<file path="config.mk">
export PLATFORM = sky130hd
export DESIGN_NAME = complete_arbiter_flat
export DESIGN_NICKNAME = d
export VERILOG_FILES = /design/src/rtl/sys_defs.sv /design/src/rtl/complete_arbiter_if.sv /design/src/rtl/rr_pick2.sv /design/src/rtl/complete_arbiter.sv /design/src/flat_wrapper.sv
export SDC_FILE = /design/constraint.sdc
export NUM_CORES = 1
export LEC_CHECK = 0
export ABC_AREA = 1
export CAP_MARGIN = 15
export CORE_ASPECT_RATIO = 1.75
export CORE_MARGIN = 1.5
export CORE_UTILIZATION = 40
export DETAILED_ROUTE_END_ITERATION = 16
export HOLD_SLACK_MARGIN = 0.12
export PLACE_DENSITY = 0.78
export SLEW_MARGIN = 10
export SYNTH_ARGS = -nofsm -noshare
export SYNTH_HDL_FRONTEND = slang
export SYNTH_SLANG_ARGS = --single-unit
</file>
<file path="constraint.sdc">
create_clock -name clock -period 2.3 [get_ports clock]
set_input_delay 0.23 -clock clock [delete_from_list [all_inputs] [get_ports clock]]
set_output_delay 0.23 -clock clock [all_outputs]
set_load 0.1 [all_outputs]
</file>
<file path="src/rtl/sys_defs.sv">
// Shared processor definitions: CDB geometry and the broadcast packet layout.
package sys_defs;

    localparam int XLEN      = 32;
    localparam int NUM_CDB   = 2;
    localparam int CDB_TAG_W = 5;

    typedef struct packed {
        logic                 valid;
        logic [CDB_TAG_W-1:0] tag;
        logic [XLEN-1:0]      value;
        logic                 take_branch;
    } CDB_PACKET;

endpackage

</file>
<file path="src/rtl/complete_arbiter_if.sv">
// FU-result / CDB-broadcast bundle shared by the completion arbiter and its neighbours.
interface complete_arbiter_if #(
    parameter int NUM_FU = 4,
    parameter int TAG_W  = 5
) ();
    import sys_defs::*;

    logic [NUM_FU-1:0]             fu_valid;
    logic [NUM_FU-1:0][TAG_W-1:0]  fu_tag;
    logic [NUM_FU-1:0][XLEN-1:0]   fu_value;
    logic [NUM_FU-1:0]             fu_take_branch;
    logic [NUM_FU-1:0]             fu_grant;

    logic [NUM_CDB-1:0]            cdb_valid;
    logic [NUM_CDB-1:0][TAG_W-1:0] cdb_tag;
    logic [NUM_CDB-1:0][XLEN-1:0]  cdb_value;
    logic [NUM_CDB-1:0]            cdb_take_branch;

    modport master (
        output fu_valid, fu_tag, fu_value, fu_take_branch,
        input  fu_grant, cdb_valid, cdb_tag, cdb_value, cdb_take_branch
    );

    modport slave (
        input  fu_valid, fu_tag, fu_value, fu_take_branch,
        output fu_grant, cdb_valid, cdb_tag, cdb_value, cdb_take_branch
    );

endinterface

</file>
<file path="src/rtl/rr_pick2.sv">
// Round-robin two-winner picker: scans req from ptr upward (wrapping) and
// returns the first and second asserted requesters as one-hot grants.
module rr_pick2 #(
    parameter int NUM_FU = 4,
    parameter int PTR_W  = 2
) (
    input  logic [NUM_FU-1:0] req,
    input  logic [PTR_W-1:0]  ptr,
    output logic [NUM_FU-1:0] gnt0,
    output logic [NUM_FU-1:0] gnt1,
    output logic              vld0,
    output logic              vld1
);

    localparam logic [PTR_W:0] NUM_FU_W = (PTR_W+1)'(NUM_FU);

    // Walk the rotated request vector; first hit fills slot 0, second fills slot 1.
    always_comb begin
        logic [PTR_W:0]   sum;
        logic [PTR_W-1:0] idx;
        gnt0 = '0;
        gnt1 = '0;
        vld0 = 1'b0;
        vld1 = 1'b0;
        sum  = '0;
        idx  = '0;
        for (int off = 0; off < NUM_FU; off++) begin
            sum = {1'b0, ptr} + (PTR_W+1)'(off);
            if (sum >= NUM_FU_W) begin
                sum = sum - NUM_FU_W;
            end
            idx = sum[PTR_W-1:0];
            if (req[idx]) begin
                if (!vld0) begin
                    gnt0[idx] = 1'b1;
                    vld0      = 1'b1;
                end else if (!vld1) begin
                    gnt1[idx] = 1'b1;
                    vld1      = 1'b1;
                end
            end
        end
    end

endmodule

</file>
<file path="src/rtl/complete_arbiter.sv">
// Completion arbiter: picks up to two ready FU results per cycle round-robin,
// grants them combinationally and broadcasts them on the two CDB lanes one
// cycle later, keeping a saturating count of broadcasts.
module complete_arbiter
    import sys_defs::*;
#(
    parameter int NUM_FU = 4,
    parameter int TAG_W  = 5
) (
    input  logic               clock,
    input  logic               reset,
    input  logic               squash,
    input  logic               cdb_stall,
    complete_arbiter_if.slave  bus,
    output logic [31:0]        bcast_count
);

    localparam int PTR_W = (NUM_FU > 1) ? $clog2(NUM_FU) : 1;

    logic [PTR_W-1:0]              r_rr_ptr;
    logic [31:0]                   r_bcast_count;
    logic [NUM_CDB-1:0]            r_cdb_valid_p1;
    logic [NUM_CDB-1:0][TAG_W-1:0] r_cdb_tag_p1;
    logic [NUM_CDB-1:0][XLEN-1:0]  r_cdb_value_p1;
    logic [NUM_CDB-1:0]            r_cdb_tb_p1;

    logic [NUM_FU-1:0]             w_gnt0;
    logic [NUM_FU-1:0]             w_gnt1;
    logic                          w_vld0;
    logic                          w_vld1;
    logic                          w_en;
    logic [NUM_CDB-1:0]            w_lane_valid;
    logic [NUM_CDB-1:0][TAG_W-1:0] w_lane_tag;
    logic [NUM_CDB-1:0][XLEN-1:0]  w_lane_value;
    logic [NUM_CDB-1:0]            w_lane_tb;
    logic [PTR_W-1:0]              w_last_idx;
    logic [PTR_W-1:0]              w_ptr_next;
    logic [1:0]                    w_lanes;

    function automatic logic [31:0] sat_add(input logic [31:0] a, input logic [1:0] n);
        logic [32:0] s;
        s = {1'b0, a} + {31'b0, n};
        return s[32] ? 32'hFFFF_FFFF : s[31:0];
    endfunction

    rr_pick2 #(
        .NUM_FU (NUM_FU),
        .PTR_W  (PTR_W)
    ) u_pick (
        .req  (bus.fu_valid),
        .ptr  (r_rr_ptr),
        .gnt0 (w_gnt0),
        .gnt1 (w_gnt1),
        .vld0 (w_vld0),
        .vld1 (w_vld1)
    );

    // Reset, squash and stall all suppress granting in the request cycle.
    assign w_en         = !reset && !squash && !cdb_stall;
    assign bus.fu_grant = w_en ? (w_gnt0 | w_gnt1) : '0;

    // ---- p0: steer granted FU results onto the lanes, compute the next pointer ----
    // Lane muxes and the index of the last winner (lane 1 if used, else lane 0).
    always_comb begin
        w_lane_valid    = {w_en && w_vld1, w_en && w_vld0};
        w_lane_tag      = '0;
        w_lane_value    = '0;
        w_lane_tb       = '0;
        w_last_idx      = '0;
        for (int i = 0; i < NUM_FU; i++) begin
            if (w_gnt0[i]) begin
                w_lane_tag[0]   = bus.fu_tag[i];
                w_lane_value[0] = bus.fu_value[i];
                w_lane_tb[0]    = bus.fu_take_branch[i];
            end
            if (w_gnt1[i]) begin
                w_lane_tag[1]   = bus.fu_tag[i];
                w_lane_value[1] = bus.fu_value[i];
                w_lane_tb[1]    = bus.fu_take_branch[i];
            end
            if (w_vld1 ? w_gnt1[i] : w_gnt0[i]) begin
                w_last_idx = PTR_W'(i);
            end
        end
        w_ptr_next = (w_last_idx == PTR_W'(NUM_FU-1)) ? '0 : w_last_idx + 1'b1;
    end

    assign w_lanes = {1'b0, r_cdb_valid_p1[0]} + {1'b0, r_cdb_valid_p1[1]};

    // ---- p1: registered CDB broadcast, round-robin pointer and broadcast counter ----
    // Idle lanes are registered as all-zero so consumers never see stale payloads.
    always_ff @(posedge clock) begin
        if (reset) begin
            r_rr_ptr       <= '0;
            r_bcast_count  <= '0;
            r_cdb_valid_p1 <= '0;
            r_cdb_tag_p1   <= '0;
            r_cdb_value_p1 <= '0;
            r_cdb_tb_p1    <= '0;
        end else begin
            r_cdb_valid_p1 <= w_lane_valid;
            for (int l = 0; l < NUM_CDB; l++) begin
                r_cdb_tag_p1[l]   <= w_lane_valid[l] ? w_lane_tag[l]   : '0;
                r_cdb_value_p1[l] <= w_lane_valid[l] ? w_lane_value[l] : '0;
                r_cdb_tb_p1[l]    <= w_lane_valid[l] & w_lane_tb[l];
            end
            if (squash) begin
                r_rr_ptr <= '0;
            end else if (w_en && w_vld0) begin
                r_rr_ptr <= w_ptr_next;
            end
            r_bcast_count <= sat_add(r_bcast_count, w_lanes);
        end
    end

    assign bus.cdb_valid       = r_cdb_valid_p1;
    assign bus.cdb_tag         = r_cdb_tag_p1;
    assign bus.cdb_value       = r_cdb_value_p1;
    assign bus.cdb_take_branch = r_cdb_tb_p1;
    assign bcast_count         = r_bcast_count;

endmodule

</file>
<file path="src/flat_wrapper.sv">
// flat-port wrapper written by rule: the top's interface ports become plain ports
module complete_arbiter_flat import sys_defs::*;
#(
    parameter int NUM_FU = 4,
    parameter int TAG_W  = 5
)
  (clock, reset, squash, cdb_stall, bcast_count, bus_fu_valid, bus_fu_tag, bus_fu_value, bus_fu_take_branch, bus_fu_grant, bus_cdb_valid, bus_cdb_tag, bus_cdb_value, bus_cdb_take_branch);
  complete_arbiter_if #(.NUM_FU(NUM_FU), .TAG_W(TAG_W)) bus_i ();
  input  logic clock;
  input  logic reset;
  input  logic squash;
  input  logic cdb_stall;
  output logic [31:0] bcast_count;
  input wire logic [$bits(bus_i.fu_valid)-1:0] bus_fu_valid;
  input wire logic [$bits(bus_i.fu_tag)-1:0] bus_fu_tag;
  input wire logic [$bits(bus_i.fu_value)-1:0] bus_fu_value;
  input wire logic [$bits(bus_i.fu_take_branch)-1:0] bus_fu_take_branch;
  output wire logic [$bits(bus_i.fu_grant)-1:0] bus_fu_grant;
  output wire logic [$bits(bus_i.cdb_valid)-1:0] bus_cdb_valid;
  output wire logic [$bits(bus_i.cdb_tag)-1:0] bus_cdb_tag;
  output wire logic [$bits(bus_i.cdb_value)-1:0] bus_cdb_value;
  output wire logic [$bits(bus_i.cdb_take_branch)-1:0] bus_cdb_take_branch;
  assign bus_i.fu_valid = bus_fu_valid;
  assign bus_i.fu_tag = bus_fu_tag;
  assign bus_i.fu_value = bus_fu_value;
  assign bus_i.fu_take_branch = bus_fu_take_branch;
  assign bus_fu_grant = bus_i.fu_grant;
  assign bus_cdb_valid = bus_i.cdb_valid;
  assign bus_cdb_tag = bus_i.cdb_tag;
  assign bus_cdb_value = bus_i.cdb_value;
  assign bus_cdb_take_branch = bus_i.cdb_take_branch;
  complete_arbiter #(.NUM_FU(NUM_FU), .TAG_W(TAG_W)) u_core (.clock(clock), .reset(reset), .squash(squash), .cdb_stall(cdb_stall), .bus(bus_i), .bcast_count(bcast_count));
endmodule
</file>
Word-level counts from Yosys, hierarchy flattened
Cells that the tools add are included.
Word-level totals
  word-level logic and storage cells: 133
  input port bits: 160
  output and inout port bits: 114
  flip-flop bits (word level): 112
Operators by class
  eq/ne operators: 1
  mux-type cells: 78
  reduce and logical (&&, ||, !) cells: 14
  magnitude comparators: 12
  bitwise operators: 10
  add/subtract/negate cells: 10
Operators with widths (count)
  $mux 32: 9
  $mux 4: 16
  $mux 5: 8
  $add 32x2->33: 1
  $mux 1: 30
  $or 4x4->4: 6
  $mux 2: 7
  $lt 2x3->1 const B: 4
  $ge 3x3->1 const B: 3
  $bmux 1 s2: 4
  $demux 1 s2: 4
  $ge 2x1->1 const B: 4
  $logic_and 1x1->1: 8
  $sub 2x1->2 const B: 4
  $add 2x2->3 const B: 2
  $reduce_or 2->1: 3
  $add 2x1->3 const B: 1
  $ge 2x3->1 const B: 1
  $logic_not 1->1: 3
  $add 1x1->2: 1
  $add 2x1->2 const B: 1
  $and 1x1->1: 2
  $eq 2x2->1 const B: 1
  $not 1->1: 2

Depth between registers and ports, before layout
  depth in word-level cells: 23
  depth in mapped cells: 17
  gate-level depth less buffers: 15

Hierarchy
From an unflattened synthesis, not the netlist that was laid out.
Second synthesis, totals
  cells, all modules: 1034
  area total of the unflattened synthesis: 6578.8 um^2
Modules (own cells, without submodules)
  complete_arbiter: sequential area each 2242.2 um^2, times used 1, cells an instance 922, area an instance 5970.7 um^2
  rr_pick2: sequential area each 0.0 um^2, times used 1, cells an instance 112, area an instance 608.1 um^2

Worst setup path after synthesis
No wires, ideal clock.
  path type: reg2out
  from: register u_core.r_rr_ptr[1]
  to: output bus_fu_grant[1]
  arrival: 3475 ps
  cell stages (with the launch flop): 14
  required time: 2070 ps
  slack: -1405 ps
  buffers on the path: 2
  path through: dfxtp_1 > inv_1 > ha_1 > inv_1 > nand3_1 > nand2_2 > nand3_4 > nor2_4 > nand2_1 > nand2_2 > inv_2 > buf_2 > buf_6 > a21oi_1
On the way
  word-level cells in the longest chain between the ends: 19
  elaborated cells between the ends (all ways): 72
  those cells by class: 7 x add/sub; 12 x order compare; 43 x mux; 6 x bitwise; 4 x reduce/logical
RTL lines
  from (decl): RTL line complete_arbiter.sv:20  | logic [PTR_W-1:0] r_rr_ptr;
  from (signal assigned): RTL line complete_arbiter.sv:110  | r_rr_ptr <= w_ptr_next;
  $add 2x1->3: RTL line rr_pick2.sv:28  | sum = {1'b0, ptr} + (PTR_W+1)'(off);
  $ge 3x3->1 / $sub 2x1->2 (equally long branches): RTL line rr_pick2.sv:29, rr_pick2.sv:30
  $mux 2: RTL line rr_pick2.sv:29  | if (sum >= NUM_FU_W) begin
  $lt 2x3->1 (implied by the code) / $ge 2x1->1 (equally long branches): RTL line rr_pick2.sv:35, rr_pick2.sv:38
  $logic_and 1x1->1 (implied by the code): RTL line rr_pick2.sv:35, rr_pick2.sv:38
  $mux 1 (implied by the code): RTL line rr_pick2.sv:35, rr_pick2.sv:38
  $demux 1 s2: RTL line rr_pick2.sv:35, rr_pick2.sv:38
  $mux 4: RTL line rr_pick2.sv:34  | if (!vld0) begin
  [3 not listed]
  $mux 4: RTL line rr_pick2.sv:34
  $mux 4: RTL line rr_pick2.sv:33  | if (req[idx]) begin
  $or 4x4->4 (no source line)
  $mux 4: RTL line rr_pick2.sv:37  | end else if (!vld1) begin
  $mux 4: RTL line rr_pick2.sv:34
  $mux 4: RTL line rr_pick2.sv:33
  $or 4x4->4 (*): RTL line complete_arbiter.sv:60  | assign bus.fu_grant = w_en ? (w_gnt0 | w_gnt1) : '0;
  $mux 4 (*): RTL line complete_arbiter.sv:60
  to (decl): RTL line flat_wrapper.sv:18  | output wire logic [$bits(bus_i.fu_grant)-1:0] bus_fu_grant;
Every way passes the cells marked *; elsewhere a longest branch is shown, timed or not. The select of a mux whose other input is x is not followed.

Worst setup path after layout
  from: register u_core.r_bcast_count[0], in the netlist u_core.bcast_count[0]
  to: register u_core.r_bcast_count[8], in the netlist u_core.bcast_count[8]
On the way
  word-level cells in the longest chain between the ends: 2
RTL lines
  from (decl): RTL line complete_arbiter.sv:21  | logic [31:0] r_bcast_count;
  from (signal assigned): RTL line complete_arbiter.sv:112  | r_bcast_count <= sat_add(r_bcast_count, w_lanes);
  $add 32x2->33: RTL line complete_arbiter.sv:42  | s = {1'b0, a} + {31'b0, n};
  $mux 32: RTL line complete_arbiter.sv:43  | return s[32] ? 32'hFFFF_FFFF : s[31:0];
No other way between the ends.
A chain may end at the register's enable or synchronous reset.

==> results.yml <==
clock_network:
  clock_sinks: 112
  clk_pin_slew_ps: 90
  htree_levels: 3
  cts-root-buf: "clkbuf_16"
  tritoncts: "done"
  cts_buffers: 9
  postCtsHoldBufs: 0
  clk_latency_ps: 360
  clockBufferDepth: 2
finish:
  area_growth_pct: 69.4
  fill_cells: 1413
  drive_gt1_share_pct: 29.6
  instances_no_fill: 1682
  layout.nets: 1615
  multi_input_area_mm2: 0.00459
  regArea_mm2: 0.00226
  final_area_mm2: 0.0118
place:
  place_congestion: 0.963
  dpl_cell_area_mm2: 0.0104
  dp.cells: 1621
  post-dp-hpwl_mm: 21.7
  portBuffers: 273
logic_synthesis:
  synth_top_family_by_area: "simple AND/OR/NAND/NOR gates"
  ys_async_sr_fraction_pct: 0
  yosysTopAreaCell: "dfxtp_1"
  synth_compound_area_share_pct: 25.1
  synth_top_area_share_pct: 32.1
  yosys_warnings: 0
  ys_ff_latch: 112
  synthFlopType: "dfxtp_1"
  synthCells: 1103
  synthAdderAreaFrac_pct: 1.54
  synth_common_cells: "nand2_1, a21oi_1, dfxtp_1, inv_1, o21ai_0"
  ys_top_cells_by_area: "dfxtp_1, nand2_1, a21oi_1, inv_1, o21ai_0"
  synth_cell_type_count: 41
  syn_area_mm2: 0.00699
  ys_seq_area_share_pct: 32.1
  synth_xor_area_share_pct: 2.26
  synth_simple_gate_area_share_pct: 26.9
  synth_mux_area_share_pct: 0
  synth_nets: 1271
  yosysMostFrequentCell: "nand2_1"
  synth.avg_cell_area_um2: 6.34
  synth-edff-count: 0
floorplan:
  dieHeight_um: 178
  rows: 63
  die_w_um: 103
  io_pins: 274
  start_util_pct: 41.1
  die_area_mm2: 0.0183
  coreArea_mm2: 0.0170
timing:
  tightest_slew_ps: 1090
  maxSlewViolCount: 0
  rsz0062_at_grt: "yes"
  finalHoldWorstSlack_ps: 476
  finalHoldViolCount: 0
  setup_ws_ps: -287
  fmax_ghz: 0.387
  fin_crit_sh_pct: 112
  finClkSkew_ps: 14.9
  setup_tns_ps: -9380
  maxSlewHeadroom_pct: 26.5
  finalSetupViolCount: 65
  fin_crit_ps: 2590
outcome:
  violations: "negative setup slack"
  outcome: "finished, violations left"
detailed_routing:
  vias: 9227
  drc_errors: 0
  wl_per_cell_um: 19.0
  wirelength_mm: 31.9
  ant_nets: 0
  drt_iter0_drc: 647
  drt_pre_antenna_iters: 5
  viasPerCell: 5.49
global_routing:
  top_usage_layer: "met2"
  grt_util_met2_pct: 59.6
  grt_usage_pct: 32.5
  met3_usage_pct: 5.04
  grt_max_degree: 31
  grt_pass1_vias: 9018
  overflow: 0
  grt_pass1_wl_mm: 45.9
  antenna_found_initial: 5
  met1_usage_pct: 33.6
pwr:
  leakagePower_nw: 5.33
  powerDensity_mw_per_mm2: 515
  irDropWorstVdd_mv: 0.415
flow_run:
  timing.max_cap.violations: 0
critical_path:
  worst_setup_path_start_kind: "register"
  critPathMaxFanout: 6
  critPathCaptureType: "register"
  path_class: "register to register"
  required_ps: 2590
  cp.arrival_ps: 2880
worst_hold_path:
  holdCritPathClass: "primary input to register"
-- registers in the layout, summed over array words and instances (netlist names) --
signal / count
u_core.bus.cdb_value: 64
u_core.bcast_count: 32
u_core.bus.cdb_valid: 2
u_core.bus.cdb_tag: 10
u_core.r_rr_ptr: 2
u_core.bus.cdb_take_branch: 2
-- worst paths after layout --
kind | startpoint | endpoint | slack (ps) | cells past startpoint
setup reg to reg | u_core.bcast_count[0]$_SDFF_PP0_ | u_core.bcast_count[8]$_SDFF_PP0_ | -290 | 16
setup / recovery | u_core.bcast_count[0]$_SDFF_PP0_ | u_core.bcast_count[8]$_SDFF_PP0_ | -290 | 16
hold reg to reg | u_core.bcast_count[28]$_SDFF_PP0_ | u_core.bcast_count[28]$_SDFF_PP0_ | 630 | 2
hold / removal | bus_fu_take_branch[3] | u_core.bus.cdb_take_branch[0]$_SDFF_PP0_ | 480 | 3
-- through the flow --
stage / power, mW / util [%] / worst slack (ps)
4_1_cts: 5.94 / 66.3 / -179
2_1_floorplan: 3.27 / - / -274
6_report: 6.09 / 69.5 / -287
3_5_place_dp: 4.01 / 60.8 / -208
3_3_place_gp: 4.00 / 60.8 / -136
5_1_grt: 6.33 / 69.5 / -376
-- final cells by class --
type                       instances  area share, %
multi-input combinational        815           38.8
timing repair buffer             402           33.2
sequential                       112           19.1
inverter                         106           3.64
tap                              227           2.40
clock buffer                       9           1.90
clock inverter                     7          0.856
timing repair inverter             1          0.137
antenna                            3         0.0634
-- power by group --
group | internal, mW | switching [mW] | total, mW
clock | 0.972 | 0.809 | 1.78
combinational | 0.912 | 1.38 | 2.30
sequential | 1.99 | 0.0258 | 2.02
total | 3.88 | 2.22 | 6.09
-- kinds of logic (layout without fill, tap and decap cells) --
logic type,Yosys count,after routing
AOI/OAI and AO/OA,346,346
DFF,112,112
and+or+nand+nor,442,443
other,0,3
xor gates and xnor gates,18,18
adders and majority gates,8,8
buffers and inverters,177,525
-- placed cells by master, fill, tap and decap left out, types with 3 or more instances in the layout --
cell type	instances
inv_1	91
nand3_4	4
xor2_1	9
buf_16	4
o21ai_0	69
nand2_1	301
a21oi_4	3
diode_2	3
ha_1	5
nand2_2	18
nor2_2	11
nand3_1	22
nand2_4	10
o21ai_2	15
a31oi_4	4
a21oi_2	49
a21oi_1	187
inv_2	8
clkdlybuf4s50_1	159
buf_12	22
buf_8	4
buf_4	191
nor3_1	10
inv_4	5
nand2_8	4
nor2_1	24
dfxtp_1	106
buf_6	19
dfxtp_4	5
nand4_1	6
xnor2_1	9
o21ai_1	15
nor2_4	13
nand3_2	9
clkbuf_16	12
-- timing repair --
| item | in CTS | in global routing |
|---|---|---|
| gates resized for setup | 82 | 87 |
| pin swaps | 30 | 16 |
| cloned | 6 | 4 |
| setup endpoints to repair | 42 | 112 |
| setup buffers | 22 | 13 |
-- critical path, stage by stage, from the launching register on --
cell      delay (ps)
dfxtp_4          350
inv_2             40
fa_2             380
inv_2             90
ha_4             140
nand2_4           50
nor2_4           130
nand2_4           70
nor2_4           120
nand4_1          160
nand2b_4         200
nor2_4           200
nand2_8          150
buf_12           210
clkinv_8          60
nor2_4            30
nor2_1           120
-- layer usage --
metal | share of wire (%) | vias up
met3 | 7.4 | 164
met4 | 6.6 | 4
met5 | 0.085 | -
met1 | 33 | 4202
met2 | 53 | 574
li1 | - | 4283
Power figures use the tool's default switching activity.
